[src/rtl/frame_scheduler_if.sv]
// rtl/frame_scheduler_if.sv - source, encoder and serializer signals of the frame scheduler
interface frame_scheduler_if #(
  parameter int RATE = 2
);
  localparam int SW = (RATE > 1) ? $clog2(RATE) : 1;

  logic          start;
  logic          abort;
  logic          in_bit;
  logic          busy;
  logic          done;
  logic          in_req;
  logic          enc_clear;
  logic          enc_shift;
  logic          enc_bit;
  logic          out_strobe;
  logic [SW-1:0] out_sel;

  modport master (
    input  start, abort, in_bit,
    output busy, done, in_req, enc_clear, enc_shift, enc_bit, out_strobe, out_sel
  );

  modport slave (
    output start, abort, in_bit,
    input  busy, done, in_req, enc_clear, enc_shift, enc_bit, out_strobe, out_sel
  );
endinterface

[src/rtl/frame_scheduler.sv]
// rtl/frame_scheduler.sv - slot timing and frame sequencing for the convolutional encoder
module frame_scheduler #(
  parameter int DIV        = 4,
  parameter int RATE       = 2,
  parameter int FRAME_BITS = 8,
  parameter int TAIL_BITS  = 2
) (
  input  logic               clk,
  input  logic               rst,
  frame_scheduler_if.master  bus
);
  localparam int DW    = $clog2(DIV);
  localparam int SW    = (RATE > 1) ? $clog2(RATE) : 1;
  localparam int TOTAL = FRAME_BITS + TAIL_BITS;
  localparam int BW    = $clog2(TOTAL + 1);

  localparam logic [DW-1:0] DIV_LAST  = DW'(DIV - 1);
  localparam logic [SW-1:0] SLOT_LAST = SW'(RATE - 1);
  localparam logic [BW-1:0] DATA_END  = BW'(FRAME_BITS);
  localparam logic [BW-1:0] TAIL_END  = BW'(TOTAL);

  typedef enum logic [2:0] {IDLE, CLEAR, DATA, TAIL, DONE} state_t;

  state_t        state_q, state_d;
  logic [DW-1:0] div_cnt_q, div_cnt_d;
  logic [SW-1:0] slot_q, slot_d;
  logic [BW-1:0] bit_cnt_q, bit_cnt_d;
  logic          enc_bit_q, enc_bit_d;

  logic          busy, done, in_req, enc_clear, enc_shift, out_strobe;
  logic [SW-1:0] out_sel;
  logic          period_end;
  logic [BW-1:0] bit_next;

  always_comb begin
    state_d    = state_q;
    div_cnt_d  = div_cnt_q;
    slot_d     = slot_q;
    bit_cnt_d  = bit_cnt_q;
    enc_bit_d  = enc_bit_q;
    busy       = (state_q != IDLE);
    done       = 1'b0;
    in_req     = 1'b0;
    enc_clear  = 1'b0;
    enc_shift  = 1'b0;
    out_strobe = 1'b0;
    out_sel    = '0;
    period_end = (div_cnt_q == DIV_LAST) && (slot_q == SLOT_LAST);
    bit_next   = bit_cnt_q + BW'(1);

    case (state_q)
      IDLE: begin
        if (bus.start && !bus.abort) state_d = CLEAR;
      end
      CLEAR: begin
        enc_clear = 1'b1;
        div_cnt_d = '0;
        slot_d    = '0;
        bit_cnt_d = '0;
        state_d   = DATA;
      end
      DATA, TAIL: begin
        in_req     = (state_q == DATA) && (slot_q == '0) && (div_cnt_q == '0);
        enc_shift  = (slot_q == '0) && (div_cnt_q == DW'(1));
        out_strobe = (div_cnt_q == DIV_LAST);
        out_sel    = out_strobe ? slot_q : '0;
        if (enc_shift) enc_bit_d = (state_q == DATA) ? bus.in_bit : 1'b0;
        div_cnt_d = (div_cnt_q == DIV_LAST) ? '0 : div_cnt_q + DW'(1);
        if (div_cnt_q == DIV_LAST) slot_d = (slot_q == SLOT_LAST) ? '0 : slot_q + SW'(1);
        // bit_cnt keeps counting through the tail so one counter marks both phase ends
        if (period_end) begin
          bit_cnt_d = bit_next;
          if (state_q == DATA && bit_next == DATA_END) state_d = (TAIL_BITS == 0) ? DONE : TAIL;
          if (state_q == TAIL && bit_next == TAIL_END) state_d = DONE;
        end
      end
      DONE: begin
        done      = 1'b1;
        div_cnt_d = '0;
        slot_d    = '0;
        bit_cnt_d = '0;
        state_d   = IDLE;
      end
      default: state_d = IDLE;
    endcase

    if (bus.abort) begin
      enc_bit_d = 1'b0;
      if (state_q != IDLE) begin
        state_d    = IDLE;
        div_cnt_d  = '0;
        slot_d     = '0;
        bit_cnt_d  = '0;
        done       = 1'b0;
        in_req     = 1'b0;
        enc_clear  = 1'b0;
        enc_shift  = 1'b0;
        out_strobe = 1'b0;
        out_sel    = '0;
      end
    end
  end

  always_ff @(posedge clk) begin
    if (rst) begin
      state_q   <= IDLE;
      div_cnt_q <= '0;
      slot_q    <= '0;
      bit_cnt_q <= '0;
      enc_bit_q <= 1'b0;
    end else begin
      state_q   <= state_d;
      div_cnt_q <= div_cnt_d;
      slot_q    <= slot_d;
      bit_cnt_q <= bit_cnt_d;
      enc_bit_q <= enc_bit_d;
    end
  end

  assign bus.busy       = busy;
  assign bus.done       = done;
  assign bus.in_req     = in_req;
  assign bus.enc_clear  = enc_clear;
  assign bus.enc_shift  = enc_shift;
  assign bus.enc_bit    = enc_bit_q;
  assign bus.out_strobe = out_strobe;
  assign bus.out_sel    = out_sel;
endmodule

[src/flat_wrapper.sv]
// flat-port wrapper written by rule: the top's interface ports become plain ports
module frame_scheduler_flat 
#(
  parameter int DIV        = 4,
  parameter int RATE       = 2,
  parameter int FRAME_BITS = 8,
  parameter int TAIL_BITS  = 2
)
  (clk, rst, bus_start, bus_abort, bus_in_bit, bus_busy, bus_done, bus_in_req, bus_enc_clear, bus_enc_shift, bus_enc_bit, bus_out_strobe, bus_out_sel);
  frame_scheduler_if #(.RATE(RATE)) bus_i ();
  input  logic clk;
  input  logic rst;
  input wire logic [$bits(bus_i.start)-1:0] bus_start;
  input wire logic [$bits(bus_i.abort)-1:0] bus_abort;
  input wire logic [$bits(bus_i.in_bit)-1:0] bus_in_bit;
  output wire logic [$bits(bus_i.busy)-1:0] bus_busy;
  output wire logic [$bits(bus_i.done)-1:0] bus_done;
  output wire logic [$bits(bus_i.in_req)-1:0] bus_in_req;
  output wire logic [$bits(bus_i.enc_clear)-1:0] bus_enc_clear;
  output wire logic [$bits(bus_i.enc_shift)-1:0] bus_enc_shift;
  output wire logic [$bits(bus_i.enc_bit)-1:0] bus_enc_bit;
  output wire logic [$bits(bus_i.out_strobe)-1:0] bus_out_strobe;
  output wire logic [$bits(bus_i.out_sel)-1:0] bus_out_sel;
  assign bus_i.start = bus_start;
  assign bus_i.abort = bus_abort;
  assign bus_i.in_bit = bus_in_bit;
  assign bus_busy = bus_i.busy;
  assign bus_done = bus_i.done;
  assign bus_in_req = bus_i.in_req;
  assign bus_enc_clear = bus_i.enc_clear;
  assign bus_enc_shift = bus_i.enc_shift;
  assign bus_enc_bit = bus_i.enc_bit;
  assign bus_out_strobe = bus_i.out_strobe;
  assign bus_out_sel = bus_i.out_sel;
  frame_scheduler #(.DIV(DIV), .RATE(RATE), .FRAME_BITS(FRAME_BITS), .TAIL_BITS(TAIL_BITS)) u_core (.clk(clk), .rst(rst), .bus(bus_i));
endmodule
[config.mk]
export PLATFORM = sky130hd
export DESIGN_NAME = frame_scheduler_flat
export DESIGN_NICKNAME = d
export VERILOG_FILES = /design/src/rtl/frame_scheduler_if.sv /design/src/rtl/frame_scheduler.sv /design/src/flat_wrapper.sv
export SDC_FILE = /design/constraint.sdc
export NUM_CORES = 1
export LEC_CHECK = 0
export CAP_MARGIN = 5
export CORE_MARGIN = 10
export CORE_UTILIZATION = 44
export CTS_BUF_LIST = sky130_fd_sc_hd__clkbuf_16
export DETAILED_ROUTE_END_ITERATION = 7
export DONT_BUFFER_PORTS = 1
export HOLD_SLACK_MARGIN = 0.12
export SETUP_SLACK_MARGIN = 0.15
export SLEW_MARGIN = 10
export SYNTH_ARGS = -nofsm -noshare
export SYNTH_HDL_FRONTEND = slang
export SYNTH_SLANG_ARGS = --single-unit
[constraint.sdc]
create_clock -name clk -period 1.6 [get_ports clk]
set_clock_uncertainty 0.15 [all_clocks]
set_input_delay 0.32 -clock clk [delete_from_list [all_inputs] [get_ports clk]]
set_output_delay 0.32 -clock clk [all_outputs]
set_load 0.02 [all_outputs]
# Word-level counts from Yosys, hierarchy flattened
# Cells that the tools add are included.
[classes]
addsub = 3
reduce_logical = 15
bitwise_logic = 1
eq_ne = 8
n_mux = 40
[ops]
columns = ["op", "n"]
rows = [
  ["$mux W1", 24],
  ["$mux W3", 6],
  ["$mux W4", 3],
  ["$pmux W3 S3", 1],
  ["$eq A4 B4 Y1 const B", 2],
  ["$pmux W4 S2", 1],
  ["$logic_and A1 B1 Y1", 7],
  ["$eq A3 B2 Y1 const B", 2],
  ["$mux W2", 3],
  ["$reduce_or A2 Y1", 3],
  ["$add A4 B1 Y4 const B", 1],
  ["$pmux W2 S2", 1],
  ["$eq A3 B1 Y1 const B", 1],
  ["$eq A3 B3 Y1 const B", 1],
  ["$logic_not A3 Y1", 1],
  ["$reduce_bool A3 Y1", 1],
  ["$add A2 B1 Y2 const B", 1],
  ["$eq A2 B1 Y1 const B", 1],
  ["$eq A2 B2 Y1 const B", 1],
  ["$logic_not A2 Y1", 1],
  ["$pmux W1 S2", 1],
  ["$reduce_and A2 Y1", 1],
  ["$add A1 B1 Y1 const B", 1],
  ["$logic_not A1 Y1", 1],
  ["$not A1 Y1", 1],
]
[totals]
ff_bits = 11
output_inout_bits = 8
elab_cells = 72
inputBits = 5

# Logic depth before layout (Yosys ltp)
# Gate-level depths: netlist of run 1.
[depth]
depth_word = 9
ltp_mapped = 6
ltp_nobuf = 6

# Worst setup path after synthesis of run 1
# No wires, ideal clock.
[synth_path]
path_type = "register -> register"
start = "register u_core.state_q[2]"
end = "register u_core.state_q[0]"
path_buffers = 1
period_less_slack_ns = 1.817
setup_slack_ns = -0.217
path_stages_with_launch = 5
setup_time_ns = 0.086
t_required_ns = 1.364
arrival_time_ns = 1.581
cell_sequence = "dfxtp_1 or3_1 buf_2 or4b_1 a221oi_2"
[synth_between]
word_cells_on_any_way = 14
cone_classes = "eq/ne (3); mux (6); reduce/logical (5)"
[synth_lines]
columns = ["element", "line", "source"]
rows = [
  ["start, declared", "frame_scheduler.sv:24", "state_t state_q, state_d;"],
  ["start signal, assigned", "frame_scheduler.sv:112", "state_q <= state_d;"],
  ["$reduce_bool A3 Y1", "n/a", ""],
  ["net bus_busy", "flat_wrapper.sv:16", "output wire logic [$bits(bus_i.busy)-1:0] bus_busy;"],
  ["$mux W3", "frame_scheduler.sv:89", "if (state_q != IDLE) begin"],
  ["$mux W3", "frame_scheduler.sv:87", "if (bus.abort) begin"],
]
# The timed path passes the listed nets, and every way through them passes these cells.
# A chain may end at the register's enable or synchronous reset.

# Worst setup path after layout of run 1
[layout_path]
start = "register u_core.state_q[2]"
end = "output port bus_out_strobe"
[layout_between]
elab_chain_cells = 5
word_cells_on_any_way = 7
cone_classes = "eq/ne (2); mux (3); reduce/logical (2)"
[layout_rtl]
columns = ["element", "line", "source"]
rows = [
  ["$eq A3 B2 Y1", "frame_scheduler.sv:51", "case (state_q)"],
  ["$reduce_or A2 Y1", "frame_scheduler.sv:51", ""],
  ["$mux W1", "frame_scheduler.sv:51", ""],
  ["$mux W1", "frame_scheduler.sv:89", ""],
  ["$mux W1 (*)", "frame_scheduler.sv:87", ""],
  ["end, declared", "flat_wrapper.sv:22", "output wire logic [$bits(bus_i.out_strobe)-1:0] bus_out_strobe;"],
]
# Every way passes the cells marked *; elsewhere a longest branch is shown, timed or not.

==> results of run 1 <==
## flip-flops by register name, summed over array words and instances (netlist names)
register	count
u_core.bit_cnt_q	4
u_core.state_q	3
u_core.div_cnt_q	2
u_core.bus.enc_bit	1
u_core.slot_q	1
## cell families after synthesis
family / synth area share
and+or+nand+nor: 0.294
muxes: 0.0154
adders and majority gates: 0.119
buffers and inverters: 0.0478
AOI/OAI and AO/OA: 0.200
xor gates and xnor gates: 0.0239
DFF: 0.300
## metrics by stage
step | util | setup slack [ns] | total power, mW | cell area, µm² | cells
after CTS | 0.771 | -0.137 | 0.771 | 1190 | 129
after global placement | 0.599 | -0.0177 | 0.313 | 923 | 117
final | 0.897 | -0.156 | 0.780 | 1380 | 133
after detailed placement | 0.599 | -0.0636 | 0.313 | 923 | 117
after floorplan | - | -0.164 | 0.309 | 821 | 90
after global routing | 0.897 | -0.192 | 0.809 | 1380 | 133
## layout by cell type, fill, tap and decap left out, drive strengths merged, types with 4 or more instances in the layout
master,instances
buf,25
dfxtp,11
nor2,8
ha,7
inv,6
o21ai,6
nand2,5
a21oi,5
nand2b,4
nor3,4
## timing repair
item | 4_1_cts | 5_1_grt
setup buffers | 6 | 4
pin swaps | 5 | 23
gates resized for setup | 28 | 38
hold endpoints to repair | 5 | 0
endpoints found under the setup margin | 17 | 18
hold buffers | 2 | 0
## worst max-delay path: stages (launching register included)
cell and delay, ns:
dfxtp_2 0.32, buf_6 0.13, nand2b_4 0.16, buf_4 0.15
nor3b_4 0.29
## path summary, 6_finish.rpt
check	startpoint	to	slack, ns
worst max-delay path	u_core.state_q[2]	bus_out_strobe	-0.16
worst min-delay path	rst	u_core.bit_cnt_q[1]	0.14
worst max register to register	u_core.state_q[2]	u_core.state_q[0]	-0.12
worst min register to register	u_core.bit_cnt_q[1]	u_core.bit_cnt_q[1]	0.38
## metal layers
metal	wire length, µm	track usage	vias up
met1	1120	0.151	431
met5	0	0	-
met4	61	0.0564	0
li1	-	-	386
met2	1650	0.205	29
met3	162	0.0501	6
## area by class of cell
class                   count  area, µm²  area share
well taps                  16       20.0      0.0145
clock inverters             1       3.75     0.00271
flip-flops and latches     11        241       0.175
repair buffers             27        254       0.184
clock buffers               3       75.1      0.0543
inverters                   5       26.3      0.0190
multi-input cells          70        762       0.551
## power breakdown
part           switching, mW  leakage (nW)  internal [mW]
Combinational         0.0320         0.346         0.0306
Clock                  0.119        0.0423          0.328
Sequential           0.00109        0.0944          0.270
Total                  0.152         0.483          0.628
==> impl_metrics.ini, run 1 <==
[hold_path]
min_delay_path_depth = 2
hold_path_class = in2reg

[timing]
setup_violations = 9
maxSlewViolCount = 0
tns_ns = -0.952
fmax_mhz = 569
hold_ws_ns = 0.137
rsz0062_at_grt = yes
finalHoldViolCount = 0
period_minus_slack_ns = 1.76
worstMarginPinSlew_ns = 0.347
fin_ws_ns = -0.156
fin_crit_sh = 1.10
timing.slew.headroom = 0.767

[global_routing]
grt_max_degree = 12
grt_util_all_layers = 0.129
globalRouteOverflowTotal = 0
grt_pass1_wl_um = 3630
antenna_found_initial = 0
grt_pass1_vias = 759

[floorplanning]
floorplan.die.width_um = 60.8
start_util = 0.476
die_h_um = 60.8
io_pins = 13
die_area_um2 = 3700
rows = 14
core_area_um2 = 1540

[synth]
netlist_instances = 90
synth-edff-count = 0
synthFlopType = dfxtp_1
yosys-top-cells-area = dfxtp_1 30%, ha_1 12%, nor2_1 4.1%, a21oi_1 3.4%, nand2b_1 3.4%
syn_area_um2 = 733
ys_types = 35
yosysTopAreaCell = dfxtp_1
yosysMostFrequentCell = dfxtp_1
syn_nets = 102
synth_async_sr_flop_share = 0
yosysWarnings = 0
synthTopCellsByCount = 11 x dfxtp_1, 8 x nor2_1, 7 x ha_1
ys_seq_area_frac = 0.300
synth-seq-cells = 11
synth_area_per_cell_um2 = 8.15
synth_top_cell_area_share = 0.300

[clock_network]
clk_pin_slew_ns = 0.04
clock_sinks = 11
worstSkewPairLatency_ns = 0.24
numCtsBuffers = 3
cts-root-buf = clkbuf_16
cts_buffer_depth = 2
h-tree-depth = 1
tritoncts = done

[detailed_routing]
vias = 852
vias_per_cell = 6.41
drt_pass1_iterations = 4
drc = 0
wirelength_um = 2990
antenna_left = 0
drtIter0Drc = 21
wire_per_inst_um = 22.4

[critical_path]
endpoint_kind = output pin
cp_max_fo = 4
cp-start-kind = flop
arrival_ns = 1.29
critical_path_class = reg2out
cp.required_ns = 1.13
rr_worst_depth = 5

[job]
drv_cap = 0

[layout]
fill_cells = 60
antennaDiodeCount = 0
drive_gt1_frac = 0.658
synthToLayoutAreaGrowth_pct = 88.6
finalNetCount = 130

[placement]
dp_hpwl_um = 1370
gp_congestion = 0.764
portBuffers = 0

[power]
leakagePower_nw = 0.483
ir_drop_uv = 765
power_density_nw_per_um2 = 564

[outcome]
violations = setup timing
status = finished, violations left
No activity file was read; power rests on OpenSTA's default activity.
==> inputs of run 2 (changes only) <==
==> constraint.sdc (replaced) <==
create_clock -name clk -period 1.6 [get_ports clk]
set_clock_uncertainty 0.15 [all_clocks]
set_input_delay 0.32 -clock clk [delete_from_list [all_inputs] [get_ports clk]]
set_output_delay 0.32 -clock clk [all_outputs]
set_load 0.1 [all_outputs]
==> run 2 against run 1 <==
  * The flow now stops in 5_1_grt
  * Synthesized cell count unchanged
  * Area after synthesis unchanged
==> impl_metrics.ini, run 2 <==
[placement]
dp_hpwl_um = 1430
portBuffers = 0
placed_cell_area_um2 = 1060
gp_congestion = 0.799

[synth]
syn_area_um2 = 733
synth_top_cell_area_share = 0.300
yosysWarnings = 0
yosys-top-cells-area = dfxtp_1 30%, ha_1 12%, nor2_1 4.1%, a21oi_1 3.4%, nand2b_1 3.4%
syn_nets = 102
synth_async_sr_flop_share = 0
synth-seq-cells = 11
synthFlopType = dfxtp_1
yosysMostFrequentCell = dfxtp_1
ys_types = 35
netlist_instances = 90
yosysTopAreaCell = dfxtp_1
ys_seq_area_frac = 0.300
synth_area_per_cell_um2 = 8.15
synthTopCellsByCount = 11 x dfxtp_1, 8 x nor2_1, 7 x ha_1
synth-edff-count = 0

[clock_network]
cts_buffer_depth = 2
h-tree-depth = 1
numCtsBuffers = 3
cts-root-buf = clkbuf_16
clock_sinks = 11

[outcome]
tool.error = [ERROR DPL-0038] Utilization greater than 100%, impossible to legalize
failed_stage = 5_1_grt
status = aborted with a tool error

[floorplanning]
die_h_um = 60.8
floorplan.die.width_um = 60.8
start_util = 0.476
io_pins = 13
rows = 14

[timing]
worstEndpointType = primary output
grt_worst_setup_endpoint = bus_out_sel

[global_routing]
grt_max_degree = 12
## run 2: repair_timing
action                                  CTS
endpoints found under the hold margin     5
pin swaps                                 9
gates resized for setup                  27
hold buffers                              2
buffers inserted                          8
endpoints found under the setup margin   18
## run 2: stage by stage
step	worst slack [ns]	instances	hold slack, ns	utilization
CTS	-0.186	134	0.132	0.862
detailed placement	-0.0869	120	0.240	0.690
floorplan	-0.416	90	0.235	-
global placement	-0.0248	120	0.237	0.690
## run 2: cells by family after synthesis
logic type | after synthesis | share of synthesized area
AND/OR/NAND/NOR | 38 | 0.294
AO/OA/AOI/OAI | 22 | 0.200
flip-flops | 11 | 0.300
buffers and inverters | 9 | 0.0478
adder cells (fa/ha/maj) | 7 | 0.119
XOR/XNOR | 2 | 0.0239
multiplexers | 1 | 0.0154
==> inputs of run 3 (changes only) <==
--- a/config.mk
+++ b/config.mk
@@ -6,13 +6,11 @@
 export NUM_CORES = 1
 export LEC_CHECK = 0
 export CAP_MARGIN = 5
-export CORE_MARGIN = 10
-export CORE_UTILIZATION = 44
-export CTS_BUF_LIST = sky130_fd_sc_hd__clkbuf_16
+export CORE_AREA = 10 10 71 73
 export DETAILED_ROUTE_END_ITERATION = 7
+export DIE_AREA = 0 0 81 83
 export DONT_BUFFER_PORTS = 1
-export HOLD_SLACK_MARGIN = 0.12
-export SETUP_SLACK_MARGIN = 0.15
+export PLACE_DENSITY_LB_ADDON = 0.15
 export SLEW_MARGIN = 10
 export SYNTH_ARGS = -nofsm -noshare
 export SYNTH_HDL_FRONTEND = slang
==> constraint.sdc (replaced) <==
create_clock -name clk -period 2.1 [get_ports clk]
set_clock_uncertainty 0.15 [all_clocks]
set_input_delay 0.42 -clock clk [delete_from_list [all_inputs] [get_ports clk]]
set_output_delay 0.42 -clock clk [all_outputs]
set_load 0.1 [all_outputs]
==> run 3 against run 2 <==
  * The run now ends clean
==> impl_metrics.ini, run 3 (synthesized netlist as in run 1, its figures left out) <==
[critical_path]
path_cells = ha_4 -> ha_4 -> nor3b_4 -> buf_12
reg2reg_from = u_core.state_q[2]
rr_worst_depth = 3
endpoint_kind = output pin
crit_top_cell = ha_4
reg2reg_slack_ns = 0.38
cp.required_ns = 1.53
r2r-end = u_core.state_q[0]
worst-path-stages = 4
arrival_ns = 1.40
cp_slowest_cell = dfxtp_1
cp-start-kind = flop
critical_path_class = reg2out
cp_top_family = flip-flops
cp_max_fo = 7
path_buf_inv = 1
max_stage_delay_ns = 0.39

[clock_network]
cts_buffer_depth = 2
clock_sinks = 11
clk_pin_slew_ns = 0.05
h-tree-depth = 1
numCtsBuffers = 3
cts-root-buf = clkbuf_8
tritoncts = done
worstSkewPairLatency_ns = 0.23

[layout]
antennaDiodeCount = 0
final_cell_mix = 8 x buf_4, 8 x dfxtp_1, 7 x nor2_1
final_area_um2 = 1060
largest_registers = u_core.bit_cnt_q x4, u_core.state_q x3, u_core.div_cnt_q x2
largest_reg_flops = 4
synthToLayoutAreaGrowth_pct = 44.7
drive_gt1_frac = 0.304
finalNetCount = 115
top_register = u_core.bit_cnt_q
fin_cells = 150

[placement]
placed_cell_area_um2 = 1010
dp_hpwl_um = 1560
portBuffers = 0
dp_cells = 146
gp_congestion = 0.686

[detailed_routing]
vias = 701
antenna_left = 0
wire_per_inst_um = 13.2
drt_pass1_iterations = 4
wirelength_um = 1980
drtIter0Drc = 69
drc = 0
vias_per_cell = 4.67

[timing]
period_minus_slack_ns = 1.97
timing.slew.headroom = 0.808
fin_crit_sh = 0.939
finalHoldViolCount = 0
worstMarginPinSlew_ns = 0.284
maxSlewViolCount = 0
fmax_mhz = 507
rsz0062_at_grt = no
tns_ns = 0
hold_ws_ns = 0.107
setup_violations = 0

[floorplanning]
die_h_um = 83
core_area_um2 = 3630
floorplan.die.width_um = 81
io_pins = 13
start_util = 0.202
rows = 22
die_area_um2 = 6720

[job]
drv_cap = 0

[power]
power_density_nw_per_um2 = 428
leakagePower_nw = 0.377
ir_drop_uv = 116

[global_routing]
grt_util_all_layers = 0.0623
grt_pass1_vias = 731
grt_max_degree = 10
antenna_found_initial = 0
grt_pass1_wl_um = 3380
globalRouteOverflowTotal = 0

[hold_path]
min_from = rst
min_delay_path_depth = 1
hold_path_class = in2reg
min_to = u_core.bus.enc_bit

[outcome]
status = finished, final reports clean
[run 3: metrics by stage]
stage               power [mW]   util  worst slack, ns
global route             0.477  0.292           0.0355
detailed placement       0.244  0.279            0.246
floorplan                0.246      -           -0.132
global placement         0.245  0.279            0.268
CTS                      0.461  0.292            0.104
finish                   0.454  0.292            0.128
[run 3: layout make-up]
type	instances	area, µm²
inverters	5	18.8
multi-input cells	70	573
flip-flops and latches	11	224
well taps	48	60.1
clock buffers	4	45.0
fillers	410	2570
repair buffers	12	140
[run 3: per-layer routing]
metal / GRT usage / wire length (µm) / vias up
met4: 0.0423 / 52 / 0
met1: 0.0718 / 913 / 332
met3: 0.0205 / 120 / 2
met5: 0 / 0 / -
met2: 0.0937 / 897 / 15
li1: - / - / 352
[run 3: power by group]
group,internal (mW),switching (mW)
Sequential,0.210,0.00150
Combinational,0.00926,0.0195
Clock,0.133,0.0801
[run 3: how the worst max path moves through the flow]
stage / from / end
floorplan: bus_abort / bus_done
global placement: u_core.state_q[1] / bus_out_strobe
detailed placement: u_core.state_q[1] / bus_out_strobe
finish: u_core.div_cnt_q[1] / bus_out_sel
CTS: u_core.div_cnt_q[1] / bus_out_sel
global route: u_core.div_cnt_q[1] / bus_out_sel
[run 3: worst register-to-register path, cell delays in order (launching register included)]
cell and delay [ns]:
dfxtp_2 0.36, or3_1 0.39, or4b_1 0.53, a221oi_2 0.21
[run 3: what timing repair did]
action	in CTS	in global routing
resized for setup	1	1
endpoints found under the setup margin	2	1
setup buffers	0	0
hold buffers	0	0
pin swaps	0	0
==> inputs of run 4 (changes only) <==
--- a/config.mk
+++ b/config.mk
@@ -7,6 +7,7 @@
 export LEC_CHECK = 0
 export CAP_MARGIN = 5
 export CORE_AREA = 10 10 71 73
+export CTS_CLUSTER_SIZE = 24
 export DETAILED_ROUTE_END_ITERATION = 7
 export DIE_AREA = 0 0 81 83
 export DONT_BUFFER_PORTS = 1
==> results of run 4 <==
Final layout, timing and power as in run 3 (identical DEF).
